### config.mk
export PLATFORM = sky130hd
export DESIGN_NAME = serial_sub_ctrl
export DESIGN_NICKNAME = d
export VERILOG_FILES = /design/src/rtl/serial_sub_ctrl.sv
export SDC_FILE = /design/constraint.sdc
export NUM_CORES = 1
export LEC_CHECK = 0
export CORE_MARGIN = 5
export CORE_UTILIZATION = 45
export DETAILED_ROUTE_END_ITERATION = 10
export GPL_ROUTABILITY_DRIVEN = 0
export PLACE_DENSITY = 0.7
export SLEW_MARGIN = 15
export SYNTH_ARGS = -nofsm -noshare
export SYNTH_HDL_FRONTEND = slang
export SYNTH_SLANG_ARGS = --single-unit
### constraint.sdc
create_clock -name clk -period 4.5 [get_ports clk]
set_clock_uncertainty 0.05 [all_clocks]
set_input_delay 0.45 -clock clk [delete_from_list [all_inputs] [get_ports clk]]
set_output_delay 0.45 -clock clk [all_outputs]
set_load 0.03 [all_outputs]
### src/rtl/serial_sub_ctrl.sv
// serial_sub_ctrl: bit-serial WIDTH-bit subtractor sequencing one full_sub_df cell, LSB first.
// Revision 1.0 - initial release.
`default_nettype none

module full_sub_df (
  input  logic a,
  input  logic b,
  input  logic bi,
  output logic d,
  output logic bo
);
  assign d  = a ^ b ^ bi;
  assign bo = (~a & b) | (~(a ^ b) & bi);
endmodule

module serial_sub_ctrl #(
  parameter int WIDTH = 8
) (
  input  logic             clk,
  input  logic             rst_n,
  input  logic             start,
  input  logic [WIDTH-1:0] a_in,
  input  logic [WIDTH-1:0] b_in,
  input  logic             bi_in,
  output logic             busy,
  output logic             done,
  output logic [WIDTH-1:0] diff,
  output logic             bout
);
  localparam int CW = $clog2(WIDTH + 1);
  localparam logic [CW-1:0] LAST = CW'(WIDTH - 1);

  typedef enum logic [1:0] {
    IDLE = 2'd0,
    RUN  = 2'd1,
    DONE = 2'd2
  } state_t;

  state_t           state;
  logic [WIDTH-1:0] a_sr;
  logic [WIDTH-1:0] b_sr;
  logic [WIDTH-1:0] d_sr;
  logic             brw_q;
  logic [CW-1:0]    cnt;
  logic             cell_d;
  logic             cell_bo;
  logic [WIDTH-1:0] d_next;

  full_sub_df u_cell (
    .a  (a_sr[0]),
    .b  (b_sr[0]),
    .bi (brw_q),
    .d  (cell_d),
    .bo (cell_bo)
  );

  // New difference bit enters at the MSB so bit 0 lands at the LSB after WIDTH shifts.
  assign d_next = {cell_d, d_sr[WIDTH-1:1]};

  always_ff @(posedge clk or negedge rst_n) begin
    if (!rst_n) begin
      state <= IDLE;
      a_sr  <= '0;
      b_sr  <= '0;
      d_sr  <= '0;
      brw_q <= 1'b0;
      cnt   <= '0;
      diff  <= '0;
      bout  <= 1'b0;
    end else begin
      case (state)
        IDLE: begin
          if (start) begin
            a_sr  <= a_in;
            b_sr  <= b_in;
            brw_q <= bi_in;
            cnt   <= '0;
            state <= RUN;
          end
        end
        RUN: begin
          a_sr  <= {1'b0, a_sr[WIDTH-1:1]};
          b_sr  <= {1'b0, b_sr[WIDTH-1:1]};
          d_sr  <= d_next;
          brw_q <= cell_bo;
          cnt   <= cnt + CW'(1);
          if (cnt == LAST) begin
            diff  <= d_next;
            bout  <= cell_bo;
            state <= DONE;
          end
        end
        DONE: begin
          state <= IDLE;
        end
        default: begin
          state <= IDLE;
        end
      endcase
    end
  end

  assign busy = (state == RUN);
  assign done = (state == DONE);
endmodule

`default_nettype wire

==> run_results.csv, run 1 <==
group,metric,value,unit
status,outcome,"completed",
floorplanning,core,3720,µm²
power,power_leakage,0.938,nW
clock_network,insertion_delay,290,ps
worst_setup_path,cp.depth,3,
route,wirelength,3.56,mm
sta,setup_violations,0,
sta,hold_ws,211,ps
cells_and_area,final_area,2170,µm²
clock_network,clock-sinks,39,
worst_setup_path,worstSetupStartpoint,"state[0]",
power,ir_worst_vdd,0.469,mV
global_route,grt_pass1_vias,1345,
global_route,grt_max_degree,40,
synthesis,yosysSeqAreaShare,55.5,%
synthesis,ys_warn_count,0,
run,cap_viol_max_count,0,
clock_network,hold_buffers,0,
power,pwr-share-seq,42.8,%
floorplanning,io_pins,31,
power,clock_power_share,17.2,%
synthesis,synth_top_area_cell,"dfrtp_1",
power,switching_share,38.8,%
synthesis,postSynthAreaPerCell,10.4,µm²
floorplanning,start_util,47.3,%
route,drt-vias-per-instance,5.29,
cells_and_area,nets,218,
power,combPwrFrac,40.1,%
worst_setup_path,crit_path_top_delay_cell,"clkdlybuf4s50_1",
sta,slew_violations,0,
route,vias,1297,
power,p_per_area,685,nW/µm²
synthesis,synth_area_leaders,"dfrtp_1 (56%), mux2_2 (5.8%), nand2_1 (5.8%)",
sta,period_needed,3240,ps
route,final_antenna_net_count,0,
synthesis,synth-edff-count,0,
synthesis,synth_nets,191,
synthesis,netlist_area,1760,µm²
power,netSwitchingPower,0.578,mW
global_route,overflow,0,
global_route,grt_usage,14.9,%
cells_and_area,fin_util,58.4,%
place,place_area,2070,µm²
floorplanning,rows,22,
sta,final.setup.tns,0,ps
worst_setup_path,endpoint,"busy",
clock_network,ctsHtreeMaxLevel,2,
clock_network,cts_tree,"yes",
clock_network,cts_made_buffers,5,
worst_setup_path,rr_endpoint,"diff[1]",
route,post_drt_wl_per_cell,14.5,µm
worst_hold_path,hold_path_class,"in -> async",
synthesis,yosys_register_bits,39,
worst_setup_path,path_delay_family,"buffers and inverters",
worst_setup_path,cp.arrival,2740,ps
synthesis,synthCells,169,
clock_network,postCtsSetupBuffers,0,
worst_setup_path,worst-setup-path-type,"reg -> out",
global_route,antenna_found_initial,0,
synthesis,synth_cell_types,24,
cells_and_area,fillers,331,
sta,grt_setup_unrepaired,"false",
sta,hold_viol,0,
route,drt_pass1_iterations,4,
sta,worst_pin_slew,999,ps
clock_network,clock-root-buffer,"clkbuf_8",
worst_setup_path,cp-end-kind,"output pin",
synthesis,async_flop_share,100,%
clock_network,clk_pin_slew_worst_paths,70,ps
worst_setup_path,r2r_start,"state[0]",
cells_and_area,syn2layout_area_growth,23.5,%
synthesis,synth_top_area_share,55.5,%
worst_setup_path,slowest_delay,800,ps
cells_and_area,drive_above_1_share,9.64,%
worst_setup_path,cp_max_fo,24,
worst_setup_path,r2r_setup_slack,2360,ps
route,drc,0,
synthesis,yosys_most_used_dff,"dfrtp_1",
clock_network,post_cts_resized,0,
floorplanning,dieArea,5260,µm²
worst_setup_path,reg2regPathDepth,3,
place,io_buffers,30,
worst_setup_path,cp-start-kind,"flop",
sta,relSlewSlack,33.3,%
floorplanning,die_height,72.5,µm
worst_setup_path,crit_buf_inv,2,
clock_network,clk_path_buf_depth,2,
sta,fmax,0.308,GHz
route,drtIter0Drc,76,
cells_and_area,diodes,0,
global_route,grt_pass1_wl,6.09,mm
synthesis,yosysMostFrequentCell,"dfrtp_1",
synthesis,synthTopCellsByCount,"dfrtp_1 (39), nand2_1 (27), o21ai_0 (17)",
worst_setup_path,crit_chain,"nand2b_2 > inv_1 > clkdlybuf4s50_1",
power,power.internal,0.910,mW
worst_setup_path,crit_required,4000,ps
place,hpwl,2.39,mm
sta,final_min_period_over_clock_period,72.0,%
floorplanning,die_w,72.5,µm
[cell type report]
type | instances | area, µm² | area share [%]
multi-input cells | 116 | 724 | 33.4
repair buffers | 30 | 295 | 13.6
flip-flops and latches | 39 | 976 | 45.0
inverters | 4 | 15.0 | 0.692
clock buffers | 8 | 100 | 4.61
well taps | 48 | 60.1 | 2.77
[power by group through the flow]
stage / clock (mW) / combinational [mW] / sequential [mW]
finish: 0.255 / 0.596 / 0.636
CTS: 0.263 / 0.606 / 0.637
global placement: 0 / 0.585 / 0.637
global route: 0.278 / 0.664 / 0.662
detailed placement: 0 / 0.600 / 0.641
floorplan: 0 / 0.378 / 0.660
[cells in the final DEF (no fill, tap or decap), types with 2 or more instances in the layout]
master and n:
a2bb2oi_1 3, nor2_1 2, dfrtp_1 39, nand2_1 27, mux2_2 9, o21ai_0 17, clkbuf_8 7, a21oi_1 16
a22oi_1 13, nand3_1 2, inv_1 4, a22o_1 2, nor2b_1 16, clkdlybuf4s50_1 29
[cell families (layout without fill, tap and decap cells)]
group / after synthesis / after routing / synth area share, %
buf+inv: 14 / 42 / 3.27
compound gates: 54 / 54 / 18.6
mux: 10 / 10 / 6.33
simple gates: 50 / 50 / 14.4
flops: 39 / 39 / 55.5
fa+ha+maj: 2 / 2 / 1.85
[worst reg2reg max path, cell delays in order (launching register included)]
cell and delay, ps:
dfrtp_1 770, nand2b_2 320, nor3_4 500, mux2_2 390
[per-stage QoR]
step	setup slack (ps)	std cells	total power, mW
CTS	1250	245	1.50
global route	1070	245	1.60
floorplan	2600	169	1.04
finish	1260	245	1.49
detailed placement	1580	237	1.24
global placement	1620	237	1.22
[metal layers]
metal  wire length [µm]  part of all wire [%]  track usage [%]  vias up
met5                  0                     0                0        -
met4                 19                  0.53             6.15        0
met3                259                   7.3             4.85        2
met2               1630                    46             22.2       45
met1               1650                    46             19.9      611
li1                   -                     -                -      639
[worst min-delay path by stage]
| stage | start | endpoint |
|---|---|---|
| 2_1_floorplan | rst_n | a_sr[0] |
| 3_3_place_gp | b_sr[3] | b_sr[3] |
| 3_5_place_dp | b_sr[3] | b_sr[3] |
| 4_1_cts | rst_n | b_sr[5] |
| 5_1_grt | rst_n | cnt[1] |
| 6_report | rst_n | b_sr[4] |
[state kept, by name, indices dropped and copies added, names as in the netlist]
register / count
b_sr: 8
cnt: 4
a_sr: 8
state: 2
diff: 8
d_sr: 7
bout: 1
brw_q: 1
(Power assumes the default switching activity.)
==> run 2, diff against run 1 <==
==> constraint.sdc (replaced) <==
create_clock -name clk -period 3.3 [get_ports clk]
set_clock_uncertainty 0.05 [all_clocks]
set_input_delay 0.33 -clock clk [delete_from_list [all_inputs] [get_ports clk]]
set_output_delay 0.33 -clock clk [all_outputs]
set_load 0.03 [all_outputs]
==> run 2 against run 1 <==
Effect of this change: non-clock buffer count is 4 higher; global-route usage is 0.32 points lower; critical endpoint unchanged; power is 35% higher; critical path type unchanged; wire length is 0.76% lower; combinational power is 42% higher.
==> run_results.csv, run 2 (synthesized netlist as in run 1, its figures left out) <==
group,metric,value,unit
floorplanning,start_util,47.3,%
worst_setup_path,r2r_setup_slack,1160,ps
power,clock_power_share,15.6,%
clock_network,clk_pin_slew_worst_paths,70,ps
cells_and_area,fillers,335,
global_route,met1_usage,19.2,%
route,drt-vias-per-instance,5.29,
sta,fmax,0.394,GHz
route,drc,0,
cells_and_area,diodes,0,
worst_setup_path,cp-start-kind,"flop",
route,wirelength,3.53,mm
sta,hold_ws,103,ps
global_route,antenna_found_initial,0,
floorplanning,dieArea,5260,µm²
worst_setup_path,cp.arrival,2160,ps
power,power_leakage,0.953,nW
clock_network,clk_path_buf_depth,2,
route,drt_pass1_iterations,4,
clock_network,cts_made_buffers,5,
power,p_per_area,919,nW/µm²
sta,final.setup.tns,0,ps
worst_hold_path,hold_path_class,"in -> async",
cells_and_area,syn2layout_area_growth,24.5,%
sta,grt_setup_unrepaired,"false",
global_route,grt_max_degree,40,
global_route,grt_pass1_vias,1339,
power,netSwitchingPower,0.779,mW
status,outcome,"completed",
clock_network,hold_buffers,0,
worst_setup_path,crit_required,2920,ps
floorplanning,io_pins,31,
clock_network,clock-sinks,39,
worst_setup_path,worst-setup-path-type,"reg -> out",
worst_setup_path,cp-end-kind,"output pin",
run,cap_viol_max_count,0,
clock_network,cts_tree,"yes",
cells_and_area,final_cell_mix,"dfrtp_1 (39), clkdlybuf4s50_1 (29), nand2_1 (27), o21ai_0 (17)",
clock_network,ctsHtreeMaxLevel,2,
sta,hold_viol,0,
global_route,overflow,0,
power,ir_worst_vdd,0.695,mV
clock_network,clock-root-buffer,"clkbuf_8",
power,p_total,2.01,mW
cells_and_area,drive_above_1_share,11.5,%
power,combPwrFrac,42.0,%
global_route,met3_usage,4.85,%
floorplanning,die_height,72.5,µm
power,pwr-share-seq,42.4,%
power,power.internal,1.23,mW
power,switching_share,38.7,%
route,vias,1311,
sta,worst_pin_slew,851,ps
worst_setup_path,cp_max_fo,24,
sta,relSlewSlack,43.2,%
global_route,grt_usage,14.6,%
route,final_antenna_net_count,0,
floorplanning,rows,22,
place,hpwl,2.38,mm
cells_and_area,nets,222,
sta,slew_violations,0,
route,post_drt_wl_per_cell,14.2,µm
floorplanning,core,3720,µm²
sta,period_needed,2540,ps
clock_network,post_cts_resized,0,
sta,final_min_period_over_clock_period,77.0,%
global_route,grt_pass1_wl,6.04,mm
clock_network,postCtsSetupBuffers,0,
route,drtIter0Drc,58,
cells_and_area,final_common_cell,"dfrtp_1",
global_route,met2_usage,22.1,%
global_route,busiest_layer,"met2",
sta,setup_violations,0,
cells_and_area,reg.largest.list,"a_sr: 8 flops, b_sr: 8 flops, diff: 8 flops",
place,io_buffers,30,
floorplanning,die_w,72.5,µm
clock_network,insertion_delay,280,ps
==> run 2: layer usage <==
metal,part of all wire [%],up-vias
li1,-,647
met1,45,624
met2,48,38
met3,6.9,2
met4,0.37,0
met5,0,-
==> run 2: worst paths after layout <==
| check | to | depth (start not counted) | startpoint |
|---|---|---|---|
| setup / recovery | busy | 3 | state[0] |
| hold / removal | b_sr[4] | 1 | rst_n |
| setup reg to reg | diff[7] | 3 | state[0] |
| hold reg to reg | b_sr[3] | 2 | b_sr[3] |
| max in group asynchronous | state[1] | 1 | rst_n |
| min in group clk | b_sr[3] | 2 | b_sr[3] |
==> run 2: stage by stage <==
step	area [µm²]	setup WS [ps]	util, %	std cells
floorplan	1760	1520	-	169
global placement	2100	1050	56.5	241
detailed placement	2100	1050	56.5	241
CTS	2190	723	58.9	248
global route	2190	559	58.9	248
finish	2190	759	58.9	248
==> run 2: final cells by class <==
class	instances	area (µm²)	area share, %
timing repair buffer	34	325	14.9
multi-input combinational	116	724	33.1
tap	48	60.1	2.74
clock inverter	1	5.00	0.229
sequential	39	976	44.6
inverter	4	15.0	0.686
clock buffer	6	82.6	3.77
==> run 2: worst max-delay path: stages, from the launching register on <==
cell and delay (ps):
dfrtp_1 760, nand2b_2 310, inv_1 140, clkdlybuf4s50_1 680
==> run 2: power groups by stage <==
| stage | registers [mW] | clock network (mW) | logic [mW] |
|---|---|---|---|
| 6_report | 0.853 | 0.314 | 0.845 |
| 5_1_grt | 0.883 | 0.346 | 0.950 |
| 4_1_cts | 0.856 | 0.328 | 0.863 |
| 3_5_place_dp | 0.860 | 0 | 0.859 |
| 3_3_place_gp | 0.853 | 0 | 0.830 |
| 2_1_floorplan | 0.900 | 0 | 0.515 |
